## config.mk

```make
export PLATFORM = sky130hd
export DESIGN_NAME = transform_addr_sequencer_flat
export DESIGN_NICKNAME = d
export VERILOG_FILES = /design/src/rtl/transform_addr_sequencer_if.sv /design/src/rtl/transform_addr_sequencer.sv /design/src/flat_wrapper.sv
export SDC_FILE = /design/constraint.sdc
export NUM_CORES = 1
export LEC_CHECK = 0
export ABC_AREA = 1
export ABC_CLOCK_PERIOD_IN_PS = 9700
export BUFFER_PORTS_ARGS = -buffer_cell sky130_fd_sc_hd__buf_2
export CAP_MARGIN = 10
export CORE_ASPECT_RATIO = 0.6
export CORE_UTILIZATION = 55
export DETAILED_ROUTE_END_ITERATION = 16
export HOLD_SLACK_MARGIN = 0.03
export PLACE_DENSITY = 0.84
export SYNTH_ARGS = -nofsm -noshare
export SYNTH_HDL_FRONTEND = slang
export SYNTH_SLANG_ARGS = --single-unit
```

## constraint.sdc

```tcl
create_clock -name clk -period 9.7 [get_ports clk]
set_clock_uncertainty 0.2 [all_clocks]
set_input_delay 0.485 -clock clk [delete_from_list [all_inputs] [get_ports clk]]
set_output_delay 0.485 -clock clk [all_outputs]
set_load 0.01 [all_outputs]
```

## src/rtl/transform_addr_sequencer_if.sv

```systemverilog
// Command/issue bus of the butterfly address sequencer: config and control
// from the command FSM, per-lane operand/twiddle addresses back out.
interface transform_addr_sequencer_if #(
   parameter int unsigned LOGN      = 15,
   parameter int unsigned NUM_LANES = 2,
   parameter int unsigned GAPW      = 5
);
   localparam int unsigned LW = $clog2(LOGN + 1);
   localparam int unsigned SW = $clog2(LOGN);

   logic                      start;
   logic                      is_dif;
   logic [LW-1:0]             log_n_cfg;
   logic [GAPW-1:0]           hazard_gap;
   logic                      hold;
   logic                      abort;

   logic                      ready;
   logic                      busy;
   logic                      out_valid;
   logic [NUM_LANES*LOGN-1:0] addr_a;
   logic [NUM_LANES*LOGN-1:0] addr_b;
   logic [NUM_LANES*LOGN-1:0] tw_idx;
   logic [SW-1:0]             stage;
   logic                      stage_last;
   logic                      done;
   logic                      cfg_err;

   modport master (
      output start, is_dif, log_n_cfg, hazard_gap, hold, abort,
      input  ready, busy, out_valid, addr_a, addr_b, tw_idx, stage, stage_last, done, cfg_err
   );

   modport slave (
      input  start, is_dif, log_n_cfg, hazard_gap, hold, abort,
      output ready, busy, out_valid, addr_a, addr_b, tw_idx, stage, stage_last, done, cfg_err
   );
endinterface

```

## src/rtl/transform_addr_sequencer.sv

```systemverilog
// FFT/NTT loop controller: per-cycle butterfly operand pairs, twiddle indices and
// stage markers for NUM_LANES parallel butterflies, DIT or DIF, with inter-stage gap.
module transform_addr_sequencer #(
   parameter int unsigned LOGN      = 15,
   parameter int unsigned LOGN_MIN  = 12,
   parameter int unsigned NUM_LANES = 2,
   parameter int unsigned GAPW      = 5
) (
   input logic                      clk,
   input logic                      rst_n,
   transform_addr_sequencer_if.slave bus
);
   localparam int unsigned LW   = $clog2(LOGN + 1);
   localparam int unsigned SW   = $clog2(LOGN);
   localparam int unsigned LLOG = $clog2(NUM_LANES);
   localparam int unsigned VW   = NUM_LANES * LOGN;

   typedef enum logic [1:0] {S_IDLE, S_RUN, S_GAP, S_DONE} state_e;

   state_e           state_q;
   logic [LW-1:0]    logn_q;
   logic             dif_q;
   logic [GAPW-1:0]  gap_q;
   logic [GAPW-1:0]  gcnt_q;
   logic [SW-1:0]    stg_q;
   logic [LOGN-1:0]  cnt_q;
   logic             valid_q;
   logic             last_q;
   logic             done_q;
   logic             err_q;
   logic [VW-1:0]    a_q;
   logic [VW-1:0]    b_q;
   logic [VW-1:0]    tw_q;

   logic [LOGN-1:0]  cnt_last;
   logic             stage_end;
   logic             final_stage;
   logic             cfg_ok;
   logic [SW-1:0]    stg_d;
   logic [LOGN-1:0]  cnt_d;
   logic [3*VW-1:0]  nx_lanes;
   logic [3*VW-1:0]  st_lanes;

   // Last issue index of a stage: N/(2*NUM_LANES)-1 for N = 2**ln.
   function automatic logic [LOGN-1:0] cnt_last_f(input logic [LW-1:0] ln);
      return (LOGN'(1) << (ln - LW'(LLOG + 1))) - LOGN'(1);
   endfunction

   // Returns {tw, addr_b, addr_a} for issue c of stage s; shift/mask only.
   function automatic logic [3*VW-1:0] lane_calc(input logic [SW-1:0]   s,
                                                 input logic [LOGN-1:0] c,
                                                 input logic [LW-1:0]   ln,
                                                 input logic            dif);
      logic [LW-1:0]   mlog;
      logic [LW-1:0]   tlog;
      logic [LOGN-1:0] m;
      logic [LOGN-1:0] k;
      logic [LOGN-1:0] i;
      logic [LOGN-1:0] j;
      logic [LOGN-1:0] a;
      logic [VW-1:0]   va;
      logic [VW-1:0]   vb;
      logic [VW-1:0]   vt;
      va   = '0;
      vb   = '0;
      vt   = '0;
      mlog = dif ? (ln - LW'(1) - LW'(s)) : LW'(s);
      tlog = ln - LW'(1) - mlog;
      m    = LOGN'(1) << mlog;
      for (int unsigned l = 0; l < NUM_LANES; l++) begin
         k = (c << LLOG) | LOGN'(l);
         i = k >> tlog;
         j = k & ((LOGN'(1) << tlog) - LOGN'(1));
         a = (i << (tlog + LW'(1))) | j;
         va[l*LOGN +: LOGN] = a;
         vb[l*LOGN +: LOGN] = a | (LOGN'(1) << tlog);
         vt[l*LOGN +: LOGN] = m + i;
      end
      return {vt, vb, va};
   endfunction

   assign cnt_last = cnt_last_f(logn_q);
   assign cfg_ok   = (bus.log_n_cfg >= LW'(LOGN_MIN)) && (bus.log_n_cfg <= LW'(LOGN));

   // Candidate next issue: next count in stage, or first issue of the following stage.
   always_comb begin
      stage_end   = (cnt_q == cnt_last);
      final_stage = (LW'(stg_q) == logn_q - LW'(1));
      stg_d       = stg_q;
      cnt_d       = cnt_q + LOGN'(1);
      if (state_q == S_GAP || stage_end) begin
         stg_d = stg_q + SW'(1);
         cnt_d = '0;
      end
   end

   assign nx_lanes = lane_calc(stg_d, cnt_d, logn_q, dif_q);
   assign st_lanes = lane_calc('0, '0, bus.log_n_cfg, bus.is_dif);

   always_ff @(posedge clk or negedge rst_n) begin
      if (!rst_n) begin
         state_q <= S_IDLE;
         logn_q  <= '0;
         dif_q   <= 1'b0;
         gap_q   <= '0;
         gcnt_q  <= '0;
         stg_q   <= '0;
         cnt_q   <= '0;
         valid_q <= 1'b0;
         last_q  <= 1'b0;
         done_q  <= 1'b0;
         err_q   <= 1'b0;
         a_q     <= '0;
         b_q     <= '0;
         tw_q    <= '0;
      end else begin
         done_q <= 1'b0;
         err_q  <= 1'b0;
         if (bus.abort) begin
            state_q <= S_IDLE;
            valid_q <= 1'b0;
            last_q  <= 1'b0;
         end else begin
            case (state_q)
               S_IDLE: begin
                  if (bus.start) begin
                     if (cfg_ok) begin
                        logn_q             <= bus.log_n_cfg;
                        dif_q              <= bus.is_dif;
                        gap_q              <= bus.hazard_gap;
                        stg_q              <= '0;
                        cnt_q              <= '0;
                        {tw_q, b_q, a_q}   <= st_lanes;
                        valid_q            <= 1'b1;
                        last_q             <= (cnt_last_f(bus.log_n_cfg) == '0);
                        state_q            <= S_RUN;
                     end else begin
                        err_q <= 1'b1;
                     end
                  end
               end
               S_RUN: begin
                  valid_q <= 1'b0;
                  last_q  <= 1'b0;
                  if (!bus.hold) begin
                     if (!stage_end || (!final_stage && gap_q == '0)) begin
                        stg_q            <= stg_d;
                        cnt_q            <= cnt_d;
                        {tw_q, b_q, a_q} <= nx_lanes;
                        valid_q          <= 1'b1;
                        last_q           <= (cnt_d == cnt_last);
                     end else if (final_stage) begin
                        done_q  <= 1'b1;
                        state_q <= S_DONE;
                     end else begin
                        gcnt_q  <= gap_q - GAPW'(1);
                        state_q <= S_GAP;
                     end
                  end
               end
               S_GAP: begin
                  if (!bus.hold) begin
                     if (gcnt_q != '0) begin
                        gcnt_q <= gcnt_q - GAPW'(1);
                     end else begin
                        stg_q            <= stg_d;
                        cnt_q            <= cnt_d;
                        {tw_q, b_q, a_q} <= nx_lanes;
                        valid_q          <= 1'b1;
                        last_q           <= (cnt_d == cnt_last);
                        state_q          <= S_RUN;
                     end
                  end
               end
               S_DONE:  state_q <= S_IDLE;
               default: state_q <= S_IDLE;
            endcase
         end
      end
   end

   assign bus.ready      = (state_q == S_IDLE);
   assign bus.busy       = (state_q == S_RUN) || (state_q == S_GAP);
   assign bus.out_valid  = valid_q;
   assign bus.addr_a     = a_q;
   assign bus.addr_b     = b_q;
   assign bus.tw_idx     = tw_q;
   assign bus.stage      = stg_q;
   assign bus.stage_last = last_q;
   assign bus.done       = done_q;
   assign bus.cfg_err    = err_q;
endmodule

```

## src/flat_wrapper.sv

```systemverilog
// flat-port wrapper written by rule: the top's interface ports become plain ports
module transform_addr_sequencer_flat 
#(
   parameter int unsigned LOGN      = 15,
   parameter int unsigned LOGN_MIN  = 12,
   parameter int unsigned NUM_LANES = 2,
   parameter int unsigned GAPW      = 5
)
  (clk, rst_n, bus_start, bus_is_dif, bus_log_n_cfg, bus_hazard_gap, bus_hold, bus_abort, bus_ready, bus_busy, bus_out_valid, bus_addr_a, bus_addr_b, bus_tw_idx, bus_stage, bus_stage_last, bus_done, bus_cfg_err);
  transform_addr_sequencer_if #(.LOGN(LOGN), .NUM_LANES(NUM_LANES), .GAPW(GAPW)) bus_i ();
  input logic clk;
  input logic rst_n;
  input wire logic [$bits(bus_i.start)-1:0] bus_start;
  input wire logic [$bits(bus_i.is_dif)-1:0] bus_is_dif;
  input wire logic [$bits(bus_i.log_n_cfg)-1:0] bus_log_n_cfg;
  input wire logic [$bits(bus_i.hazard_gap)-1:0] bus_hazard_gap;
  input wire logic [$bits(bus_i.hold)-1:0] bus_hold;
  input wire logic [$bits(bus_i.abort)-1:0] bus_abort;
  output wire logic [$bits(bus_i.ready)-1:0] bus_ready;
  output wire logic [$bits(bus_i.busy)-1:0] bus_busy;
  output wire logic [$bits(bus_i.out_valid)-1:0] bus_out_valid;
  output wire logic [$bits(bus_i.addr_a)-1:0] bus_addr_a;
  output wire logic [$bits(bus_i.addr_b)-1:0] bus_addr_b;
  output wire logic [$bits(bus_i.tw_idx)-1:0] bus_tw_idx;
  output wire logic [$bits(bus_i.stage)-1:0] bus_stage;
  output wire logic [$bits(bus_i.stage_last)-1:0] bus_stage_last;
  output wire logic [$bits(bus_i.done)-1:0] bus_done;
  output wire logic [$bits(bus_i.cfg_err)-1:0] bus_cfg_err;
  assign bus_i.start = bus_start;
  assign bus_i.is_dif = bus_is_dif;
  assign bus_i.log_n_cfg = bus_log_n_cfg;
  assign bus_i.hazard_gap = bus_hazard_gap;
  assign bus_i.hold = bus_hold;
  assign bus_i.abort = bus_abort;
  assign bus_ready = bus_i.ready;
  assign bus_busy = bus_i.busy;
  assign bus_out_valid = bus_i.out_valid;
  assign bus_addr_a = bus_i.addr_a;
  assign bus_addr_b = bus_i.addr_b;
  assign bus_tw_idx = bus_i.tw_idx;
  assign bus_stage = bus_i.stage;
  assign bus_stage_last = bus_i.stage_last;
  assign bus_done = bus_i.done;
  assign bus_cfg_err = bus_i.cfg_err;
  transform_addr_sequencer #(.LOGN(LOGN), .LOGN_MIN(LOGN_MIN), .NUM_LANES(NUM_LANES), .GAPW(GAPW)) u_core (.clk(clk), .rst_n(rst_n), .bus(bus_i));
endmodule
```

* Word level (Yosys, flattened, before mapping)
Cells that the tools add are included.
** Cells by class
- Shifts and indexed selects :: 14
- Add/subtract/negate cells :: 21
- Mux-type cells :: 79
- $lt $le $gt $ge :: 2
- Reduce and logical (&&, ||, !) cells :: 19
- Equality and inequality tests :: 21
- Bitwise logic cells :: 10
** Operators with widths (count)
- 2-to-1 mux 30 bit :: 18
- case mux 30 bit (3 select lines) :: 3
- 2-to-1 mux 15 bit :: 7
- bitwise OR 15 bit :: 6
- left shift 1 x 4 -> 15 bit, first input constant :: 6
- adder 15 bit :: 4
- left shift 15 x 4 -> 15 bit :: 4
- case mux 15 bit (3 select lines) :: 1
- 2-to-1 mux 4 bit :: 9
- AND 15 bit :: 2
- == test 15 bit :: 2
- right shift 1 x 4 -> 15 bit, first input constant :: 2
- right shift 15 x 4 -> 15 bit :: 2
- subtractor 15 x 2 -> 15 bit, second input constant :: 2
- 2-to-1 mux 5 bit :: 5
- 2-to-1 mux 1 bit :: 24
- adder 15 x 1 -> 15 bit, second input constant :: 1
- zero test 15 bit :: 1
- inequality test 3 bit, second input constant :: 5
- bitwise OR 15 x 1 -> 15 bit :: 1
- subtractor 15 x 1 -> 15 bit, second input constant :: 1
- 2-to-1 mux 2 bit :: 7
- inequality test 2 bit, second input constant :: 7
- adder 4 x 1 -> 4 bit, second input constant :: 3
- other kinds (31) :: 43
** Word-level totals
- Bits of input ports :: 15
- Logic and storage cells :: 180
- Flip-flop bits (word level) :: 130
- Output and inout port bits :: 100

* Logic depth before layout (Yosys ltp)
- Depth after elaboration :: 17
- Depth in mapped cells :: 51
- Depth with buffers taken out :: 49

* Least setup slack after synthesis
Ideal clock, no wire load.
- Kind :: reg-to-reg
- Start point :: register u_core.logn_q[1]
- End point :: register u_core.tw_q[25], in the netlist u_core.bus.tw_idx[25]
- Path slack :: 2.438 ns
- Stages on the path, launching flop included :: 46
- Arrival time :: 6.997 ns
- Library setup time :: 0.066 ns
- Data required time :: 9.434 ns
- Path buffers :: 4
- Clock period less this slack :: 7.262 ns
- Cells stage by stage :: dfrtp_1 -> inv_1 -> ha_1 -> buf_2 -> nand2_1 -> inv_1 -> nand3_2 -> ha_1 -> xnor2_1 -> nor2_1 -> nand2_1 -> nor2_1 -> nand3_1 -> nor2_1 -> nand2_1 -> nor2_2 -> nand3_4 -> nand2_4 -> [... 10 more ...] -> nand3_1 -> nand2_1 -> nand2_1 -> nand2_1 -> nand2_1 -> and2_1 -> ha_1 -> clkbuf_1 -> a21oi_1 -> inv_1 -> a31oi_1 -> inv_1 -> a21boi_0 -> o21ai_0 -> xnor2_1 -> o21ai_0 -> nand2_1 -> nand2_1
** On the way
- Word-level cells in the longest chain between the ends :: 14
- Elaborated cells between the ends (all ways) :: 26
- Those cells by class :: add/sub: 6; eq/ne: 3; shift: 3; mux: 8; reduce/logical: 6
** RTL lines
- start: declaration :: RTL line transform_addr_sequencer.sv:21 : logic [LW-1:0] logn_q;
- start signal: assignment :: RTL line transform_addr_sequencer.sv:128 : logn_q <= bus.log_n_cfg;
- subtractor 4 x 2 -> 4 bit :: RTL line transform_addr_sequencer.sv:46 : return (LOGN'(1) << (ln - LW'(LLOG + 1))) - LOGN'(1);
- left shift 1 x 4 -> 15 bit :: RTL line transform_addr_sequencer.sv:46
- subtractor 15 x 2 -> 15 bit :: RTL line transform_addr_sequencer.sv:46
- == test 15 bit :: RTL line transform_addr_sequencer.sv:87 : stage_end = (cnt_q == cnt_last);
- logical OR 1 bit :: RTL line transform_addr_sequencer.sv:91 : if (state_q == S_GAP || stage_end) begin
- 2-to-1 mux 4 bit :: RTL line transform_addr_sequencer.sv:91
- subtractor 4 bit :: RTL line transform_addr_sequencer.sv:67 : mlog = dif ? (ln - LW'(1) - LW'(s)) : LW'(s);
- 2-to-1 mux 4 bit :: RTL line transform_addr_sequencer.sv:67
- subtractor 4 bit :: RTL line transform_addr_sequencer.sv:68 : tlog = ln - LW'(1) - mlog;
- right shift 15 x 4 -> 15 bit :: RTL line transform_addr_sequencer.sv:72 : i = k >> tlog;
- adder 15 bit :: RTL line transform_addr_sequencer.sv:77 : vt[l*LOGN +: LOGN] = m + i;
- 2-to-1 mux 30 bit (on tied branches) :: RTL line transform_addr_sequencer.sv:163, transform_addr_sequencer.sv:146
- 2-to-1 mux 30 bit (on tied branches) :: RTL line transform_addr_sequencer.sv:162, transform_addr_sequencer.sv:145
- case mux 30 bit (3 select lines) :: RTL line transform_addr_sequencer.sv:124 : case (state_q)
- end signal: assignment :: RTL line transform_addr_sequencer.sv:133 : {tw_q, b_q, a_q} <= st_lanes;
- end signal: assignment :: RTL line transform_addr_sequencer.sv:149 : {tw_q, b_q, a_q} <= nx_lanes;
- end signal: assignment :: RTL line transform_addr_sequencer.sv:168 : {tw_q, b_q, a_q} <= nx_lanes;
- end: declaration :: RTL line transform_addr_sequencer.sv:33 : logic [VW-1:0] tw_q;
Several ways; a longest one is shown, not always the timed one. The select of a mux whose other input is x is not followed.
A chain may end at the register's enable or synchronous reset.

* Worst setup path after layout
- Start point :: register u_core.logn_q[1]
- End point :: register u_core.tw_q[14], in the netlist u_core.bus.tw_idx[14]
The elaborated chain is that of the path after synthesis.

==> metrics.cfg <==
[run_status]
status=finished, final reports clean

[clock_tree]
cts_tree=yes
cts.path.max_buffers=2
clockRootBuffer=clkbuf_16
clk_pin_slew_ns=0.06
worstSkewPairLatency_ns=0.45
cts_made_buffers=17
cts_max_level=4
clkSinkCount=130

[finish]
drive_gt1_share_pct=12.60
layout_common_cells=nand2_1, nand3_1, inv_1
layout_commonest_cell=nand2_1
final_cell_area_um2=12720
area_growth_pct=12.37
nets=1898
antenna_cells=0

[setup_path]
critPathRequiredTime_ns=9.87
crit_slowest_cell=fa_1
ff2ff_path_depth=39
critPathCaptureType=flip-flop
worstPathArrival_ns=9.11
cp_max_fo=20
critical_path_class=reg2reg
cpMostUsedCell=inv_1
cp_slowest_stage_delay_ns=1.06
start_kind=flip-flop

[die]
die_area_um2=21180
core_um2=20070
rows=40
initial_core_util_pct=56.42
die_w_um=187.2
die_h_um=113.1
ios=115

[synthesis]
ys_seq_elements=130
yosys.area.top_type=dfrtp_1
avgSynthCellArea_um2=6.526
synthCells=1735
synth_edf_count=0
synth_flop_cell=dfrtp_1
yosys.cell_types.count=58
synth_nets=1813
synth_top_area_share_pct=28.73
async_reset_ff_share_pct=100.0
synthTopCellsByArea=dfrtp_1, nand2_1, nand3_1
seq_area_frac_synth_pct=28.73
synthesis.area_um2=11320
yosys_warnings=0

[placed_design]
placed_area_um2=12070
io_buffers=114
place_hpwl_um=28370
gp_congestion=1.056

[route]
drt_wl_total_um=37300
wl_per_cell_um=17.71
ant_nets=0
drt_first_iter_violations=1706
avgViaCountPerCell=5.933
num_vias=12490
drtPass1Iterations=7
drc=0

[timing]
rsz0062_at_grt=false
tns_ns=0
final_max_slew_viol_count=0
fin_crit_sh_pct=92.25
period_needed_ns=8.948
fmax_mhz=111.8
whs_ns=0.06281
worst_pin_slew_ns=0.9384
setup_viol=0
hold_viol=0
slew-limit-headroom_pct=37.37

[worst_hold_path]
min_path_type=in2reg
whs_path_depth=2

[global_routing]
grt-ovfl-total=0
grt_pass1_wl_um=59450
grt_usage_pct=35.92
antenna_found_initial=0
grt_pass1_vias=11360
grt_max_degree=75

[job]
maxCapViolCount=0

[worst paths after layout]
kind                                             from                     to  slack (ns)
worst max-delay path                 u_core.logn_q[1]  u_core.bus.tw_idx[14]        0.75
worst min-delay path                         bus_hold        u_core.bus.done        0.06
worst max register to register       u_core.logn_q[1]  u_core.bus.tw_idx[14]        0.75
worst min register to register  u_core.bus.addr_b[15]  u_core.bus.addr_b[15]        0.27
max in group asynchronous                       rst_n   u_core.bus.tw_idx[2]        7.62
min in group asynchronous                       rst_n  u_core.bus.addr_a[21]        0.41
[cells in the mapped netlist (2+ instances only)]
| cell type | number |
|---|---|
| o22ai_1 | 23 |
| xor2_1 | 30 |
| nor2_4 | 4 |
| xnor2_1 | 10 |
| a21oi_1 | 69 |
| nand2_4 | 5 |
| o21a_1 | 3 |
| o2111ai_1 | 2 |
| nor2_2 | 9 |
| buf_2 | 7 |
| nand2_1 | 494 |
| inv_2 | 9 |
| clkinv_1 | 7 |
| clkbuf_1 | 40 |
| ha_1 | 59 |
| inv_1 | 183 |
| buf_1 | 11 |
| nor3_1 | 14 |
| a211oi_1 | 5 |
| o21ai_1 | 10 |
| or2_2 | 7 |
| dfrtp_1 | 130 |
| a221oi_1 | 3 |
| nand3b_1 | 4 |
| a21boi_0 | 3 |
| o211ai_1 | 9 |
| a31oi_1 | 23 |
| nor2_1 | 154 |
| nor4_1 | 10 |
| nand2_2 | 11 |
| buf_6 | 3 |
| mux2_2 | 3 |
| and2_1 | 2 |
| nand3_1 | 202 |
| nand4_1 | 46 |
| o21bai_1 | 2 |
| fa_1 | 4 |
| buf_4 | 2 |
| o21ai_2 | 3 |
| o21ai_0 | 90 |
| nand3_2 | 11 |
| o32ai_1 | 3 |
[metal layers]
| layer | vias to the layer above | track usage [%] | share of wire, % |
|---|---|---|---|
| met5 | - | 2.262 | 0.13 |
| met4 | 2 | 12.46 | 2.3 |
| met3 | 74 | 10.95 | 12 |
| met2 | 694 | 50.66 | 40 |
| met1 | 5814 | 51.44 | 45 |
| li1 | 5910 | - | - |
[cell type report]
class	count	area [um2]
inverter	199	747.0
timing repair buffer	129	689.4
clock inverter	13	196.4
sequential	130	3253
tap	273	341.6
multi-input combinational	1343	7052
clock buffer	19	442.9
fill	1856	7347
[critical path: cells and delay by family, from the launching register on]
kind	cells	cell delay (ns)
adders and majority gates	6	2.93
and+or+nand+nor	17	2.21
AOI/OAI and AO/OA	6	1.28
buffers and inverters	7	1.21
xor gates and xnor gates	3	0.61
DFF	1	0.40
[stage by stage]
step           setup WS, ns  util, %  cells
2_1_floorplan         2.438        -   1735
3_3_place_gp          1.227    60.13   2072
3_5_place_dp          1.061    60.13   2072
4_1_cts              0.9961    63.37   2105
5_1_grt             0.09533    63.39   2106
6_report             0.7521    63.39   2106
[what timing repair did]
item / 4_1_cts / 5_1_grt
gates resized for setup: 0 / 0
buffers inserted: 0 / 0
endpoints found under the setup margin: 0 / 0
hold buffers: 1 / 0
hold endpoints to repair: 67 / 0
[logic make-up (layout without fill, tap and decap cells)]
logic type | count (synthesis) | after routing | synth area share (%)
AOI/OAI and AO/OA | 255 | 255 | 12.92
DFF | 130 | 130 | 28.73
adders and majority gates | 63 | 63 | 7.227
and+or+nand+nor | 979 | 979 | 38.44
buffers and inverters | 262 | 360 | 9.029
muxes | 4 | 4 | 0.3868
xor gates and xnor gates | 41 | 41 | 3.238
other | 1 | 1 | 0.03312
[flip-flops by register name (all words and copies together), names as in the netlist]
signal	count
u_core.bus.addr_a	30
u_core.bus.addr_b	30
u_core.bus.cfg_err	1
u_core.bus.done	1
u_core.bus.out_valid	1
u_core.bus.stage	4
u_core.bus.stage_last	1
u_core.bus.tw_idx	30
u_core.cnt_q	15
u_core.dif_q	1
u_core.gap_q	5
u_core.gcnt_q	5
u_core.logn_q	4
u_core.state_q	2
Power is left out: the tool's default activity adds up to more than one toggle a clock period on the data nets, which glitch-free logic cannot reach.
